`src/rtl/mmm_serial.sv`:
```
// Bit-serial Montgomery multiplier: R = A*B*2^-(W+2) mod M, one bit of A per enabled cycle.
// Operands and result live in [0, 2M); the accumulator is W+3 bits so no iteration can overflow.
module mmm_serial #(
    parameter int W = 8
) (
    input  logic         clk,
    input  logic         rstb,
    input  logic         en,
    input  logic         clr,
    input  logic         start,
    input  logic [W:0]   a,
    input  logic [W:0]   b,
    input  logic [W-1:0] m,
    output logic         busy,
    output logic         done,
    output logic         err,
    output logic [W:0]   r
);
    localparam int CW = $clog2(W + 2);
    localparam logic [CW-1:0] LAST = CW'(W + 1);

    typedef enum logic [1:0] {IDLE, RUN, DONE} state_t;

    state_t        state_q, state_d;
    logic [W+2:0]  s_q, s_d;
    logic [CW-1:0] cnt_q, cnt_d;
    logic [W:0]    r_q, r_d;
    logic          err_q, err_d;

    logic [W:0]    a_q, b_q;
    logic [W-1:0]  m_q;
    logic          load;

    logic [W:0]    a_sh;
    logic          a_bit;
    logic          q_bit;
    logic [W+2:0]  sum;
    logic [W+2:0]  s_next;

    // Shifting past the top of A yields zero, so iteration W+1 sees a_i = 0.
    assign a_sh   = a_q >> cnt_q;
    assign a_bit  = a_sh[0];
    assign q_bit  = s_q[0] ^ (a_bit & b_q[0]);
    assign sum    = s_q + (a_bit ? {2'b00, b_q} : '0) + (q_bit ? {3'b000, m_q} : '0);
    assign s_next = {1'b0, sum[W+2:1]};

    assign load = en && !clr && (state_q == IDLE) && start && m[0];

    always_comb begin
        state_d = state_q;
        s_d     = s_q;
        cnt_d   = cnt_q;
        r_d     = r_q;
        err_d   = err_q;
        if (en) begin
            if (clr) begin
                state_d = IDLE;
                err_d   = 1'b0;
            end else begin
                case (state_q)
                    IDLE: begin
                        if (start) begin
                            if (m[0]) begin
                                s_d     = '0;
                                cnt_d   = '0;
                                state_d = RUN;
                            end else begin
                                err_d   = 1'b1;
                                r_d     = '0;
                                state_d = DONE;
                            end
                        end
                    end
                    RUN: begin
                        s_d   = s_next;
                        cnt_d = cnt_q + CW'(1);
                        if (cnt_q == LAST) begin
                            r_d     = s_next[W:0];
                            err_d   = 1'b0;
                            cnt_d   = '0;
                            state_d = DONE;
                        end
                    end
                    DONE: begin
                        err_d   = 1'b0;
                        state_d = IDLE;
                    end
                    default: state_d = IDLE;
                endcase
            end
        end
    end

    always_ff @(posedge clk or negedge rstb) begin
        if (!rstb) begin
            state_q <= IDLE;
            s_q     <= '0;
            cnt_q   <= '0;
            r_q     <= '0;
            err_q   <= 1'b0;
        end else begin
            state_q <= state_d;
            s_q     <= s_d;
            cnt_q   <= cnt_d;
            r_q     <= r_d;
            err_q   <= err_d;
        end
    end

    // Operand copies are only consumed in RUN, after a load, so they need no reset.
    always_ff @(posedge clk) begin
        if (load) begin
            a_q <= a;
            b_q <= b;
            m_q <= m;
        end
    end

    assign busy = (state_q == RUN);
    assign done = (state_q == DONE);
    assign err  = err_q;
    assign r    = r_q;

endmodule

```
`config.mk`:
```
export PLATFORM = sky130hd
export DESIGN_NAME = mmm_serial
export DESIGN_NICKNAME = d
export VERILOG_FILES = /design/src/rtl/mmm_serial.sv
export SDC_FILE = /design/constraint.sdc
export NUM_CORES = 1
export LEC_CHECK = 0
export ABC_AREA = 0
export CORE_UTILIZATION = 51
export DETAILED_ROUTE_END_ITERATION = 12
export GPL_ROUTABILITY_DRIVEN = 0
export PLACE_DENSITY = 0.77
export SLEW_MARGIN = 25
export SYNTH_ARGS = -nofsm -noshare
export SYNTH_HDL_FRONTEND = slang
export SYNTH_SLANG_ARGS = --single-unit
```
`constraint.sdc`:
```
create_clock -name clk -period 7.1 [get_ports clk]
set_input_delay 1.775 -clock clk [delete_from_list [all_inputs] [get_ports clk]]
set_output_delay 1.775 -clock clk [all_outputs]
set_load 0.05 [all_outputs]
```
==> summary.md, run 1 <==
| Metric | Value |
|---|---|
| WL/cell | `14.0 µm` |
| Number of flops mapped to enable cells by yosys | `26` |
| Leftover overflow at the end of global routing | `0` |
| Antenna violations before repair | `0` |
| Total Power | `0.791 mW` |
| Share of total power consumed by net switching | `34.1%` |
| Instance count of the mapped netlist | `229` |
| Switching pwr | `0.269 mW` |
| Most common cell in the netlist | `sky130_fd_sc_hd__nand2_1` |
| Leading post-synthesis cells by instance count | `34 x sky130_fd_sc_hd__nand2_1, 26 x sky130_fd_sc_hd__dfrtp_1, 26 x sky130_fd_sc_hd__edfxtp_1` |
| Critical Path Fanout Max | `9` |
| Cell area after synthesis | `2670 µm²` |
| Setup repair after global routing missed its margin | `no` |
| Met1 Wirelength | `2260 µm` |
| Effective utilization at floorplan | `54.8%` |
| Classification of the worst setup path | `flip-flop to flip-flop` |
| Launch instance of the worst register-to-register path | `cnt_q[0]$_DFFE_PN0P_` |
| Total leakage power | `1.31 nW` |
| Final hold violation count | `0` |
| Combinational power share | `34.0%` |
| Count of nets left with antenna violations after detail routing | `0` |
| Clock H-tree levels | `2` |
| Number of nets in the synthesized netlist | `284` |
| Area Growth Syn to Fin | `21.4%` |
| P per Cell Area | `244 nW/µm²` |
| Iteration-0 DRC Markers | `107` |
| Uppermost routed layer | `met4` |
| TritonCTS clock tree | `yes` |
| Wire length on met2 | `2160 µm` |
| Met3 Routed Length | `289 µm` |
| Achievable clock frequency | `238 MHz` |
| Share of async-settable or async-resettable flops after synthesis | `50.0%` |
| Sequential fraction of the synthesis area | `53.5%` |
| Post-CTS setup buffers | `0` |
| Total wirelength of the detailed-routed design | `4790 µm` |
| Area of the die | `5540 µm²` |
| Pin count of the biggest net entering global routing | `28` |
| Number of port buffers | `42` |
| Placed wire-length estimate after detailed placement | `3640 µm` |
| Skew final | `0.00841 ns` |
| Transition time at the pin with the least slew margin | `1.00 ns` |
| Number of CTS-inserted buffers | `5` |
| Path category of the worst min-delay check | `flip-flop to flip-flop` |
| Primary FF master, synth | `sky130_fd_sc_hd__edfxtp_1` |
| Fin crit period | `4.21 ns` |
| Number of detailed-route iterations in the first pass | `4` |
| Sinks on Clock Net | `52` |
| Clock share of power | `20.1%` |
| #FFs+latches synth | `52` |
| Nature of the critical path endpoint | `flip-flop` |
| Vias/cell | `5.23` |
| Status | `finished, final reports clean` |
| Critical Path RT | `7.31 ns` |
| Area of placed instances | `3170 µm²` |
| DIE HEIGHT | `74.4 µm` |
| Hold path start | `r[2]$_DFFE_PN0P_` |
| Count of warnings emitted by yosys | `0` |
| Design Area, Final | `3250 µm²` |
| Overall track demand over capacity in global routing | `20.2%` |
| Max Cap Violations | `0` |
| Number of I/O pins | `43` |
| Share of power burned in registers | `45.9%` |
| Maximum resistive drop on vdd | `113 µV` |
| Rows | `25` |
| Internal power | `0.522 mW` |
| Area of the core region | `4880 µm²` |
| Endpoint arrival time on the critical path | `4.42 ns` |
| Fraction of layout cells with a size suffix above 1 | `5.09%` |
| Clock-pin transition on the worst setup and hold timing paths | `0.09 ns` |
| Number of global-route vias before repair | `1747` |
| Top cell type's share of synthesized area | `29.2%` |
| Master cell of the clock root buffer | `sky130_fd_sc_hd__clkbuf_8` |
| Final-layout setup total negative slack | `0 ns` |
| Post-route clock period utilization | `59.2%` |
| Antenna diodes | `0` |
| Number of distinct library cells after synthesis | `41` |
| Total number of nets in the final design | `329` |
| Cell accounting for the most synthesized area | `sky130_fd_sc_hd__edfxtp_1` |
| Final setup vio count | `0` |
| Number of gates resized after CTS | `0` |
| Via count | `1787` |
| CP startpoint | `cnt_q[0]$_DFFE_PN0P_` |
| Hold buffer count at cts | `0` |
| First-pass GRT wire length | `8070 µm` |
| Max-slew headroom | `33.3%` |
| Mapped Avg Cell Area | `11.7 µm²` |
| Skew-Pair Late Insertion Delay | `0.31 ns` |
| Number of pins exceeding their max-slew limit in the final report | `0` |
| Number of buffers on the longest clock path | `2` |
| Post-route DRC violation count | `0` |
| Area contributors post-synth | `sky130_fd_sc_hd__edfxtp_1 29%, sky130_fd_sc_hd__dfrtp_1 24%, sky130_fd_sc_hd__ha_1 7.5%, sky130_fd_sc_hd__fa_1 6.0%, sky130_fd_sc_hd__nand2_1 4.8%` |
| Type of element launching the critical path | `flip-flop` |
| Die width | `74.4 µm` |
-- cell type report --
| cell class | instances | area (µm²) |
|---|---|---|
| clock buffer | 6 | 72.6 |
| clock inverter | 2 | 7.51 |
| fill | 393 | 1630 |
| inverter | 12 | 45.0 |
| multi-input combinational | 160 | 1180 |
| sequential | 52 | 1430 |
| tap | 67 | 83.8 |
| timing repair buffer | 43 | 428 |
-- power groups by stage --
stage	sequential [mW]	clock (mW)	combinational (mW)
floorplan	0.401	0	0.156
global placement	0.368	0	0.261
detailed placement	0.370	0	0.269
CTS	0.364	0.164	0.270
global route	0.367	0.173	0.299
finish	0.363	0.159	0.269
-- layout by cell type, fill, tap and decap left out, types with 6 or more instances in the layout --
cell type                          n
sky130_fd_sc_hd__clkdlybuf4s50_1  42
sky130_fd_sc_hd__nand2_1          34
sky130_fd_sc_hd__edfxtp_1         26
sky130_fd_sc_hd__dfrtp_1          26
sky130_fd_sc_hd__o21ai_0          23
sky130_fd_sc_hd__and2_1           16
sky130_fd_sc_hd__ha_1             16
sky130_fd_sc_hd__inv_1            11
sky130_fd_sc_hd__o31ai_1           9
sky130_fd_sc_hd__fa_1              8
sky130_fd_sc_hd__a21oi_1           7
sky130_fd_sc_hd__nor2_1            6
-- through the flow --
| step | std cells | setup WS [ns] | hold WS (ns) | utilization, % |
|---|---|---|---|---|
| after CTS | 342 | 2.86 | 0.499 | 66.5 |
| after detailed placement | 334 | 2.87 | 0.479 | 64.9 |
| after floorplan | 229 | 3.25 | 0.450 | - |
| after global routing | 342 | 2.49 | 0.519 | 66.5 |
| final | 342 | 2.89 | 0.489 | 66.5 |
| after global placement | 334 | 2.93 | 0.461 | 64.8 |
-- worst max-delay path: stages (launching register included) --
cell	delay (ns)
sky130_fd_sc_hd__dfrtp_1	0.50
sky130_fd_sc_hd__mux4_2	0.53
sky130_fd_sc_hd__nor2b_1	0.14
sky130_fd_sc_hd__a31oi_1	0.17
sky130_fd_sc_hd__o21ai_2	0.13
sky130_fd_sc_hd__and2_1	0.18
sky130_fd_sc_hd__ha_1	0.39
sky130_fd_sc_hd__nand2_1	0.09
sky130_fd_sc_hd__fa_1	0.43
sky130_fd_sc_hd__inv_1	0.07
sky130_fd_sc_hd__ha_1	0.16
sky130_fd_sc_hd__inv_1	0.06
sky130_fd_sc_hd__fa_1	0.41
sky130_fd_sc_hd__nor2b_1	0.16
sky130_fd_sc_hd__o31a_1	0.18
sky130_fd_sc_hd__o21ai_0	0.12
sky130_fd_sc_hd__xor2_1	0.17
sky130_fd_sc_hd__o31ai_1	0.24
-- sequential cells by signal, indices dropped and copies added, names as in the netlist --
signal,cells
cnt_q,4
err,1
a_q,9
s_q,10
b_q,9
state_q,2
m_q,8
r,9
-- cells by family after synthesis --
logic type / after synthesis / synth area share [%]
AND/OR/NAND/NOR: 71 / 12.9
AO/OA/AOI/OAI: 56 / 13.1
flip-flops: 52 / 53.5
adder cells (fa/ha/maj): 24 / 13.5
buffers and inverters: 17 / 2.67
XOR/XNOR: 5 / 1.64
multiplexers: 4 / 2.62
-- per-layer routing --
layer | GRT usage [%] | vias up
li1 | - | 901
met1 | 27.7 | 826
met2 | 31.1 | 53
met3 | 4.20 | 7
met4 | 9.01 | 0
met5 | 0 | -
-- worst paths after layout --
path / to / cells past startpoint / slack (ns)
min in group asynchronous: s_q[0]$_DFFE_PN0P_ / 2 / 1.83
max in group asynchronous: s_q[2]$_DFFE_PN0P_ / 2 / 5.01
worst max-delay path: r[8]$_DFFE_PN0P_ / 17 / 2.89
worst min-delay path: r[2]$_DFFE_PN0P_ / 2 / 0.49
worst min register to register: r[2]$_DFFE_PN0P_ / 2 / 0.49
worst max register to register: r[8]$_DFFE_PN0P_ / 17 / 2.89
(Power assumes the default switching activity.)
==> run 2, diff against run 1 <==
- CORE_UTILIZATION: 51 -> 48
- PLACE_DENSITY: 0.77 -> 0.76
- clock period: 7.1 -> 3.6 ns (I/O delays scaled with it)
==> run 2 against run 1 <==
Compared with the run above:
- the flow now finishes with violations (negative setup slack)
- final area increased by 13%
- first-iteration DRC count is 35% higher
- flip-flop and latch count unchanged
- count of clock-buffer cells in the layout unchanged
- critical path depth fell by 1
- largest power group is now combinational logic
==> summary.md, run 2 (synthesized netlist as in run 1, its figures left out) <==
| Metric | Value |
|---|---|
| Skew-Pair Late Insertion Delay | `0.32 ns` |
| Family with the most delay on the worst path | `adder cells` |
| Number of port buffers | `42` |
| TritonCTS clock tree | `yes` |
| Total Power | `1.83 mW` |
| Antenna diodes | `0` |
| Area Growth Syn to Fin | `36.7%` |
| Number of CTS-inserted buffers | `5` |
| Nature of the critical path endpoint | `flip-flop` |
| Type of element launching the critical path | `flip-flop` |
| Via count | `1975` |
| Register with the most flip-flops | `s_q` |
| Total leakage power | `1.47 nW` |
| First-pass GRT wire length | `9420 µm` |
| Fraction of layout cells with a size suffix above 1 | `25.3%` |
| Die width | `76.6 µm` |
| Number of non-filler instances in the completed layout | `367` |
| Rows | `26` |
| Master cell of the clock root buffer | `sky130_fd_sc_hd__clkbuf_8` |
| Skew final | `0.0123 ns` |
| Number of pins exceeding their max-slew limit in the final report | `0` |
| Post-route DRC violation count | `0` |
| Clock H-tree levels | `2` |
| Pin count of the biggest net entering global routing | `27` |
| Count of nets left with antenna violations after detail routing | `0` |
| Final-layout setup total negative slack | `-2.33 ns` |
| Classification of the worst setup path | `flip-flop to flip-flop` |
| Area of the core region | `5240 µm²` |
| Max-slew headroom | `54.0%` |
| Transition time at the pin with the least slew margin | `0.690 ns` |
| P per Cell Area | `500 nW/µm²` |
| Critical Path Fanout Max | `4` |
| Final setup vio count | `13` |
| Most used cell along the critical path | `sky130_fd_sc_hd__and2_4` |
| Number of global-route vias before repair | `1984` |
| Highest-count cells in the layout ignoring fill and taps | `42 x sky130_fd_sc_hd__clkdlybuf4s50_1, 29 x sky130_fd_sc_hd__nand2_1, 26 x sky130_fd_sc_hd__edfxtp_1` |
| # fillers | `387` |
| Maximum resistive drop on vdd | `335 µV` |
| Number of I/O pins | `43` |
| Final hold violation count | `0` |
| Post-route clock period utilization | `106%` |
| Sinks on Clock Net | `52` |
| Slowest-stage cell, CP | `sky130_fd_sc_hd__mux4_1` |
| Endpoint arrival time on the critical path | `4.03 ns` |
| Placed wire-length estimate after detailed placement | `3990 µm` |
| Violated checks | `negative setup slack` |
| Critical-path cell list | `buf_4, mux4_1, nand3b_1, o21ai_2, and2_4, ha_4, buf_6, and2_4, fa_1, ha_4, buf_4, a21oi_4, and2_4, o21ai_2, xnor2_1, o31ai_1` |
| Number of detailed-route iterations in the first pass | `4` |
| Effective utilization at floorplan | `51.1%` |
| Max FFs per register | `10` |
| Status | `finished with violations` |
| Number of buffers on the longest clock path | `2` |
| Total number of nets in the final design | `351` |
| Vias/cell | `5.38` |
| Total wirelength of the detailed-routed design | `5790 µm` |
| Setup repair after global routing missed its margin | `yes` |
| Clock-pin transition on the worst setup and hold timing paths | `0.10 ns` |
| Post-route setup slack | `-0.230 ns` |
| Worst path buffer plus inverter count | `3` |
| Critical Path RT | `3.80 ns` |
| Overall track demand over capacity in global routing | `21.4%` |
| DIE HEIGHT | `76.6 µm` |
| Leftover overflow at the end of global routing | `0` |
| Antenna violations before repair | `0` |
| Number of instances in the placed design | `351` |
| Slowest cell delay on critical path | `0.57 ns` |
| Max Cap Violations | `0` |
| Path category of the worst min-delay check | `flip-flop to flip-flop` |
| Fin crit period | `3.83 ns` |
| Most common cell after layout, fill and taps aside | `sky130_fd_sc_hd__clkdlybuf4s50_1` |
| Area of the die | `5870 µm²` |
| Achievable clock frequency | `261 MHz` |
| Iteration-0 DRC Markers | `144` |
| WL/cell | `15.8 µm` |
| Hold buffer count at cts | `0` |
-- run 2: cell types whose count changed in the layout (fill, tap and decap cells not counted), sizes merged --
cell,before,now
clkinv,3,2
clkinvlp,0,1
buf,1,23
-- run 2: final timing paths --
path,to,startpoint,depth (start not counted),slack [ns]
max,r[5]$_DFFE_PN0P_,cnt_q[0]$_DFFE_PN0P_,16,-0.23
min,r[7]$_DFFE_PN0P_,r[7]$_DFFE_PN0P_,2,0.49
max reg2reg,r[5]$_DFFE_PN0P_,cnt_q[0]$_DFFE_PN0P_,16,-0.23
min reg2reg,r[7]$_DFFE_PN0P_,r[7]$_DFFE_PN0P_,2,0.49
max in group asynchronous,cnt_q[0]$_DFFE_PN0P_,rstb,2,2.36
min in group asynchronous,s_q[5]$_DFFE_PN0P_,rstb,2,0.95
-- run 2: power by group --
part | switching, mW | internal (mW) | leakage [nW]
Sequential | 0.0337 | 0.676 | 0.593
Clock | 0.190 | 0.135 | 0.0388
Combinational | 0.415 | 0.376 | 0.840
-- run 2: layer usage --
metal  global-route usage [%]  part of all wire [%]  up-vias
met5                        0                     0        -
met4                     8.27                   1.7        0
met3                     4.91                   5.2        8
met2                     35.7                    48       63
met1                     27.1                    45      963
li1                         -                     -      941
-- run 2: worst register-to-register path: stages, from the launching register on --
cell and delay, ns:
sky130_fd_sc_hd__dfrtp_2 0.40, sky130_fd_sc_hd__buf_4 0.12, sky130_fd_sc_hd__mux4_1 0.57, sky130_fd_sc_hd__nand3b_1 0.13, sky130_fd_sc_hd__o21ai_2 0.08, sky130_fd_sc_hd__and2_4 0.15
sky130_fd_sc_hd__ha_4 0.26, sky130_fd_sc_hd__buf_6 0.12, sky130_fd_sc_hd__and2_4 0.13, sky130_fd_sc_hd__fa_1 0.56, sky130_fd_sc_hd__ha_4 0.23, sky130_fd_sc_hd__buf_4 0.14
sky130_fd_sc_hd__a21oi_4 0.16, sky130_fd_sc_hd__and2_4 0.17, sky130_fd_sc_hd__o21ai_2 0.07, sky130_fd_sc_hd__xnor2_1 0.32, sky130_fd_sc_hd__o31ai_1 0.12
-- run 2: what timing repair did --
item | CTS | global route
endpoints found under the setup margin | 12 | 15
resized for setup | 29 | 23
pin swaps | 19 | 12
setup buffers | 4 | 4
-- run 2: stage by stage --
step | util (%) | hold slack (ns) | instance area [µm²] | worst slack, ns
final | 69.8 | 0.490 | 3650 | -0.230
after global routing | 69.8 | 0.521 | 3650 | -0.365
after CTS | 67.4 | 0.492 | 3530 | -0.268
after detailed placement | 63.0 | 0.470 | 3300 | -0.320
after global placement | 63.0 | 0.461 | 3300 | -0.118
after floorplan | - | 0.450 | 2690 | -0.0615
-- run 2: final cells by class --
class	count	area, µm²	share of cell area [%]
Sequential cell	52	1430	39.2
Clock inverter	2	11.3	0.308
Clock buffer	6	72.6	1.99
Inverter	12	45.0	1.23
Tap cell	70	87.6	2.40
Multi-Input combinational cell	160	1390	38.1
Timing Repair Buffer	65	613	16.8
